==> config.mk <==
export PLATFORM = sky130hd
export DESIGN_NAME = ultrasonic_scan_scheduler
export DESIGN_NICKNAME = d
export VERILOG_FILES = /design/src/rtl/ultrasonic_scan_scheduler.sv
export SDC_FILE = /design/constraint.sdc
export NUM_CORES = 1
export LEC_CHECK = 0
export BUFFER_PORTS_ARGS = -buffer_cell sky130_fd_sc_hd__buf_2
export CORE_MARGIN = 5
export CORE_UTILIZATION = 55
export CTS_CLUSTER_SIZE = 16
export DETAILED_ROUTE_END_ITERATION = 10
export PLACE_DENSITY_LB_ADDON = 0.15
export SYNTH_ARGS = -nofsm -noshare
export SYNTH_HDL_FRONTEND = slang
export SYNTH_SLANG_ARGS = --single-unit
==> constraint.sdc <==
create_clock -name clk_50M -period 4.3 [get_ports clk_50M]
set_clock_uncertainty 0.2 [all_clocks]
set_input_delay 0.43 -clock clk_50M [delete_from_list [all_inputs] [get_ports clk_50M]]
set_output_delay 0.43 -clock clk_50M [all_outputs]
set_load 0.005 [all_outputs]
==> src/rtl/ultrasonic_scan_scheduler.sv <==
// Round-robin HC-SR04 scheduler: fires one sensor per slot, times its echo, stores mm distance + flags.
// Latency: trig rises 2 cycles after enable is sampled; upd_stb rises 3 cycles after echo_rx falls.
// Backpressure: none; each slot result overwrites that sensor's entry and is announced by a 1-cycle upd_stb.
module ultrasonic_scan_scheduler #(
    parameter int N_SENSORS      = 4,
    parameter int TRIG_CYCLES    = 500,
    parameter int DIV_CYCLES     = 294,
    parameter int TIMEOUT_CYCLES = 1_900_000,
    parameter int GUARD_CYCLES   = 600_000,
    parameter int OBST_MM        = 70
) (
    input  logic                      clk_50M,
    input  logic                      reset,
    input  logic                      enable,
    input  logic [N_SENSORS-1:0]      echo_rx,
    output logic [N_SENSORS-1:0]      trig,
    output logic [16*N_SENSORS-1:0]   distance_all,
    output logic [N_SENSORS-1:0]      valid,
    output logic [N_SENSORS-1:0]      op,
    output logic [N_SENSORS-1:0]      timeout,
    output logic                      upd_stb,
    output logic [2:0]                upd_id,
    output logic                      busy
);

    typedef enum logic [2:0] {S_IDLE, S_TRIG, S_WAIT_ECHO, S_MEASURE, S_GUARD} state_t;

    state_t                 state, state_nxt;
    logic [N_SENSORS-1:0]   echo_s1, echo_s2, echo_old;
    logic [31:0]            cnt;      // TRIG / GUARD phase length
    logic [31:0]            tcnt;     // time since WAIT_ECHO entry
    logic [31:0]            sub;      // cycles within the current millimetre
    logic [15:0]            mm;
    logic [2:0]             sel;
    logic [15:0]            dist_q [N_SENSORS];

    logic                   echo_cur, echo_prv, rise, fall, tmo;
    logic                   trig_done, guard_done;
    logic [15:0]            mm_final;
    logic [N_SENSORS-1:0]   trig_nxt;
    logic                   wr_en, wr_to;
    logic [15:0]            wr_val;

    // Pick the synchronized echo of the selected sensor; other sensors are ignored.
    always_comb begin
        echo_cur = 1'b0;
        echo_prv = 1'b0;
        for (int i = 0; i < N_SENSORS; i++) begin
            if (sel == 3'(i)) begin
                echo_cur = echo_s2[i];
                echo_prv = echo_old[i];
            end
        end
    end

    assign rise       = echo_cur & ~echo_prv;
    assign fall       = ~echo_cur & echo_prv;
    assign tmo        = (tcnt == 32'(TIMEOUT_CYCLES - 1));
    assign trig_done  = (cnt == 32'(TRIG_CYCLES - 1));
    assign guard_done = (cnt == 32'(GUARD_CYCLES - 1));
    assign busy       = (state != S_IDLE);

    // The rising-edge cycle is not counted by sub, so a sub sitting at DIV-1
    // on the falling edge completes one more millimetre.
    assign mm_final = (sub == 32'(DIV_CYCLES - 1) && mm != 16'hFFFE) ? mm + 16'd1 : mm;

    // State register.
    always_ff @(posedge clk_50M) begin
        if (reset) state <= S_IDLE;
        else       state <= state_nxt;
    end

    // Next-state logic; timeout wins over a coincident falling edge.
    always_comb begin
        state_nxt = state;
        case (state)
            S_IDLE:      if (enable) state_nxt = S_TRIG;
            S_TRIG:      if (trig_done) state_nxt = S_WAIT_ECHO;
            S_WAIT_ECHO: if (tmo) state_nxt = S_GUARD;
                         else if (rise) state_nxt = S_MEASURE;
            S_MEASURE:   if (tmo || fall) state_nxt = S_GUARD;
            S_GUARD:     if (guard_done) state_nxt = enable ? S_TRIG : S_IDLE;
            default:     state_nxt = S_IDLE;
        endcase
    end

    // Output decode: trigger pattern and slot-result write.
    always_comb begin
        trig_nxt = '0;
        wr_en    = 1'b0;
        wr_to    = 1'b0;
        wr_val   = mm_final;
        if (state == S_TRIG) begin
            for (int i = 0; i < N_SENSORS; i++) trig_nxt[i] = (sel == 3'(i));
        end
        if ((state == S_WAIT_ECHO && tmo) || (state == S_MEASURE && (tmo || fall))) begin
            wr_en  = 1'b1;
            wr_to  = tmo;
            wr_val = tmo ? 16'hFFFF : mm_final;
        end
    end

    // Echo synchronizers, phase counters, width counters and sensor selection.
    always_ff @(posedge clk_50M) begin
        if (reset) begin
            echo_s1  <= '0;
            echo_s2  <= '0;
            echo_old <= '0;
            cnt      <= '0;
            tcnt     <= '0;
            sub      <= '0;
            mm       <= '0;
            sel      <= '0;
        end else begin
            echo_s1  <= echo_rx;
            echo_s2  <= echo_s1;
            echo_old <= echo_s2;
            cnt      <= (state_nxt != state) ? 32'd0 : cnt + 32'd1;
            if (state == S_TRIG)
                tcnt <= '0;
            else if (state == S_WAIT_ECHO || state == S_MEASURE)
                tcnt <= tcnt + 32'd1;
            if (state == S_WAIT_ECHO && rise) begin
                sub <= '0;
                mm  <= '0;
            end else if (state == S_MEASURE && !fall) begin
                if (sub == 32'(DIV_CYCLES - 1)) begin
                    sub <= '0;
                    if (mm != 16'hFFFE) mm <= mm + 16'd1;
                end else begin
                    sub <= sub + 32'd1;
                end
            end
            if (state == S_GUARD && guard_done)
                sel <= (sel == 3'(N_SENSORS - 1)) ? 3'd0 : sel + 3'd1;
        end
    end

    // Registered trigger and per-sensor result storage.
    always_ff @(posedge clk_50M) begin
        if (reset) begin
            trig    <= '0;
            valid   <= '0;
            timeout <= '0;
            upd_stb <= 1'b0;
            upd_id  <= '0;
            for (int i = 0; i < N_SENSORS; i++) dist_q[i] <= '0;
        end else begin
            trig    <= trig_nxt;
            upd_stb <= wr_en;
            if (wr_en) upd_id <= sel;
            for (int i = 0; i < N_SENSORS; i++) begin
                if (wr_en && sel == 3'(i)) begin
                    dist_q[i]  <= wr_val;
                    valid[i]   <= 1'b1;
                    timeout[i] <= wr_to;
                end
            end
        end
    end

    // Flatten distances and derive obstacle flags from the stored results.
    always_comb begin
        distance_all = '0;
        op           = '0;
        for (int i = 0; i < N_SENSORS; i++) begin
            distance_all[16*i +: 16] = dist_q[i];
            op[i] = valid[i] & ~timeout[i] & (dist_q[i] <= 16'(OBST_MM));
        end
    end

endmodule

==> reports/metrics.csv <==
stage,metric,value,unit
status,outcome,finished clean,
clock_tree,CTS Buf Count,23,
global_routing,vias in the first global route,7008,
place,Port Buffers,91,
finish,final instance area,11000,sq um
place,pre-CTS setup slack,0.914,ns
global_routing,first-pass GRT wire length,34.7,mm
finish,Nets,1098,
floorplan,Initial Utilization,0.557,
setup_path,arrival time worst endpoint,3.59,ns
clock_tree,postcts setup bufs,0,
synthesis,sequential share of the synthesized area,0.505,
clock_tree,CTS Buffer Depth,3,
global_routing,total grt overflow,0,
synthesis,commonest register cell after synthesis,dfxtp_1,
synthesis,largest family of logic cells by synthesized area,simple AND/OR/NAND/NOR gates,
finish,ant diodes,0,
drt,via count,7457,
synthesis,#FFs+latches synth,210,
drt,drt wl/cell,15.7,um
clock_tree,H-Tree Depth,1,
timing,worst-margin pin slew,0.925,ns
global_routing,Total Routing Usage GR,0.205,
clock_tree,CTS clock-pin slew for the worst setup and hold paths,0.06,ns
timing,Final setup viols,0,
synthesis,syn nets,1015,
drt,Routed WL,20.8,mm
timing,Slew headroom,0.378,
global_routing,met2 global-route usage,0.334,
job,max-cap viol count,0,
synthesis,"EDFF count, synth",64,
clock_tree,clk_lat worst skew,0.50,ns
synthesis,xor/xnor share of the synthesized area,0.103,
setup_path,startpoint type of the worst setup path,flop,
timing,RSZ-0062 raised after global routing,false,
floorplan,core area,17200,sq um
clock_tree,CTS root buffer,clkbuf_16,
floorplan,die area,20200,sq um
power_and_ir_drop,pwr dens,367,nW/um^2
setup_path,Crit Path Max Fanout,12,
setup_path,Crit path required time,4.45,ns
synthesis,Post-Syn Instances,998,
finish,footprint of the multi-input gates,4420,sq um
synthesis,area of the mapped netlist,9600,sq um
finish,Sequential cell area,4840,sq um
place,hpwl dp,14.2,mm
global_routing,GRT busiest layer,met2,
timing,Period minus WS final,3.44,ns
synthesis,mux cell area share after synthesis,0.00534,
global_routing,M3 GR Usage,0.0313,
power_and_ir_drop,Pleak,3.69,nW
power_and_ir_drop,VDD IR max,0.397,mV
synthesis,post-synthesis adder-cell area fraction,0.0130,
timing,Final Hold Fails,0,
synthesis,compound-gate portion of the synthesized area,0.114,
floorplan,DIE WIDTH,142,um
synthesis,Synth async-reset ratio,0,
drt,DRT iter0 DRCs,510,
drt,Routed Antenna Nets,0,
timing,"Slew Viols, Final",0,
clock_tree,CTS tree,built,
power_and_ir_drop,Tot Pwr,4.02,mW
global_routing,met1 usage,0.292,
timing,setup ws final,0.865,ns
synthesis,Netlist cell types,55,
synthesis,syn avg cell area,9.62,sq um
synthesis,Ys Warns,0,
timing,Achievable Freq,291,MHz
setup_path,Crit Path Class,reg -> reg,
place,Post-DP Area,10200,sq um
clock_tree,clk sink count,210,
global_routing,initial antenna violation count,0,
worst_hold_path,Hold WC Path Type,in -> reg,
timing,TNS Setup,0,ns
place,global placer's final weighted congestion,0.842,
clock_tree,cts hold-fix bufs,4,
clock_tree,PostCTS Resize Cnt,0,
drt,vias per cell,5.64,
drt,DR pass1 iterations,5,
finish,# fillers,1408,
finish,Area Overhead vs Synth,14.3,%
drt,DRC,0,
synthesis,Simple-Gate Fraction of Synth Area,0.224,
floorplan,io pins,92,
timing,final period utilization,0.799,
floorplan,standard-cell rows,48,
setup_path,Worst setup EP type,flop,
finish,share of post-route cells with drive strength above 1,0.166,
floorplan,DIE HEIGHT,142,um
global_routing,pin count of the biggest net entering global routing,54,
==> sequential cells by signal, indices dropped and copies added (netlist names), 4 cells and up <==
register  count
cnt          32
tcnt         32
dist_q       64
echo_old      4
trig          4
echo_s1       4
timeout       4
echo_s2       4
sub          32
mm           16
valid         4
==> worst paths after layout <==
path | start | end | slack, ns | cells after the start
min reg2reg | echo_s1[3] | echo_s2[3] | 0.24 | 1
max reg2reg | sel[1] | cnt[17] | 0.86 | 9
max | sel[1] | cnt[17] | 0.86 | 9
min | reset | upd_stb | 0.15 | 2
==> kinds of logic (layout without fill, tap and decap cells) <==
family / Yosys count / after routing
muxes: 5 / 5
AOI/OAI and AO/OA: 153 / 153
DFF: 210 / 210
and+or+nand+nor: 423 / 423
buffers and inverters: 84 / 183
adders and majority gates: 10 / 10
xor gates and xnor gates: 113 / 113
==> worst max-delay path: stages (launching register included) <==
cell,delay (ns)
dfxtp_1,0.40
inv_1,0.10
ha_1,0.26
nand3b_1,0.21
a211oi_1,0.45
o21ai_0,0.15
a211oi_1,0.51
a211o_1,0.57
buf_4,0.33
a211oi_2,0.10
==> cell usage after synthesis, types with 4 or more instances <==
cell      number  area share
a211oi_1      10      0.0078
a211oi_2      30       0.039
a21oi_1       72       0.038
and2_1         5      0.0033
and3_1        15      0.0098
and4_1         7      0.0064
buf_2          9      0.0047
clkbuf_1      40       0.016
dfxtp_1      146        0.30
edfxtp_1      64        0.20
ha_1          10       0.013
inv_1         28       0.011
mux2i_1        4      0.0042
nand2_1       63       0.025
nand3_1       43       0.022
nand3b_1       4      0.0031
nand4_1       32       0.021
nor2_1       121       0.047
nor2b_1       16       0.010
nor3_1        41       0.021
nor4_1        32       0.021
nor4b_1        6      0.0055
o21ai_0       17      0.0089
o21bai_1       4      0.0031
or3_1         19       0.012
or4_1          6      0.0047
xnor2_1       64       0.058
xor2_1        49       0.045
==> where the power goes <==
part           leakage (nW)  internal (mW)  switching [mW]
clock network         0.328           1.03           0.778
registers              1.84           2.07          0.0181
logic                  1.52         0.0434          0.0936
==> area by class of cell <==
| cell class | instances | area share |
|---|---|---|
| Clock buffer | 32 | 0.0573 |
| Clock inverter | 9 | 0.00536 |
| Timing Repair Buffer | 113 | 0.0575 |
| Sequential cell | 210 | 0.441 |
| Tap cell | 225 | 0.0256 |
| Multi-Input combinational cell | 704 | 0.403 |
| Inverter | 29 | 0.00992 |
==> stage by stage <==
stage	hold WS (ns)	utilization	std cells
after global routing	0.175	0.637	1322
after detailed placement	0.225	0.595	1277
after global placement	0.222	0.595	1277
after floorplan	0.214	-	998
after CTS	0.132	0.637	1322
final	0.147	0.637	1322
==> cells in the final DEF (no fill, tap or decap), types with 10 or more instances in the layout <==
master,instances
a211oi_1,10
a211oi_2,30
a21oi_1,72
and3_1,15
buf_2,91
buf_4,18
clkbuf_16,23
dfxtp_1,146
edfxtp_1,64
ha_1,10
inv_1,28
nand2_1,63
nand3_1,43
nand4_1,32
nor2_1,121
nor2b_1,16
nor3_1,41
nor4_1,32
o21ai_0,17
or3_1,19
xnor2_1,64
xor2_1,49
==> metal layers <==
layer / share of wire / vias up / wire [um]
met5: 0 / - / 0
met4: 0.016 / 0 / 323
met3: 0.071 / 32 / 1480
met2: 0.46 / 216 / 9580
met1: 0.45 / 3488 / 9400
li1: - / 3721 / -
Power figures use the tool's default switching activity.
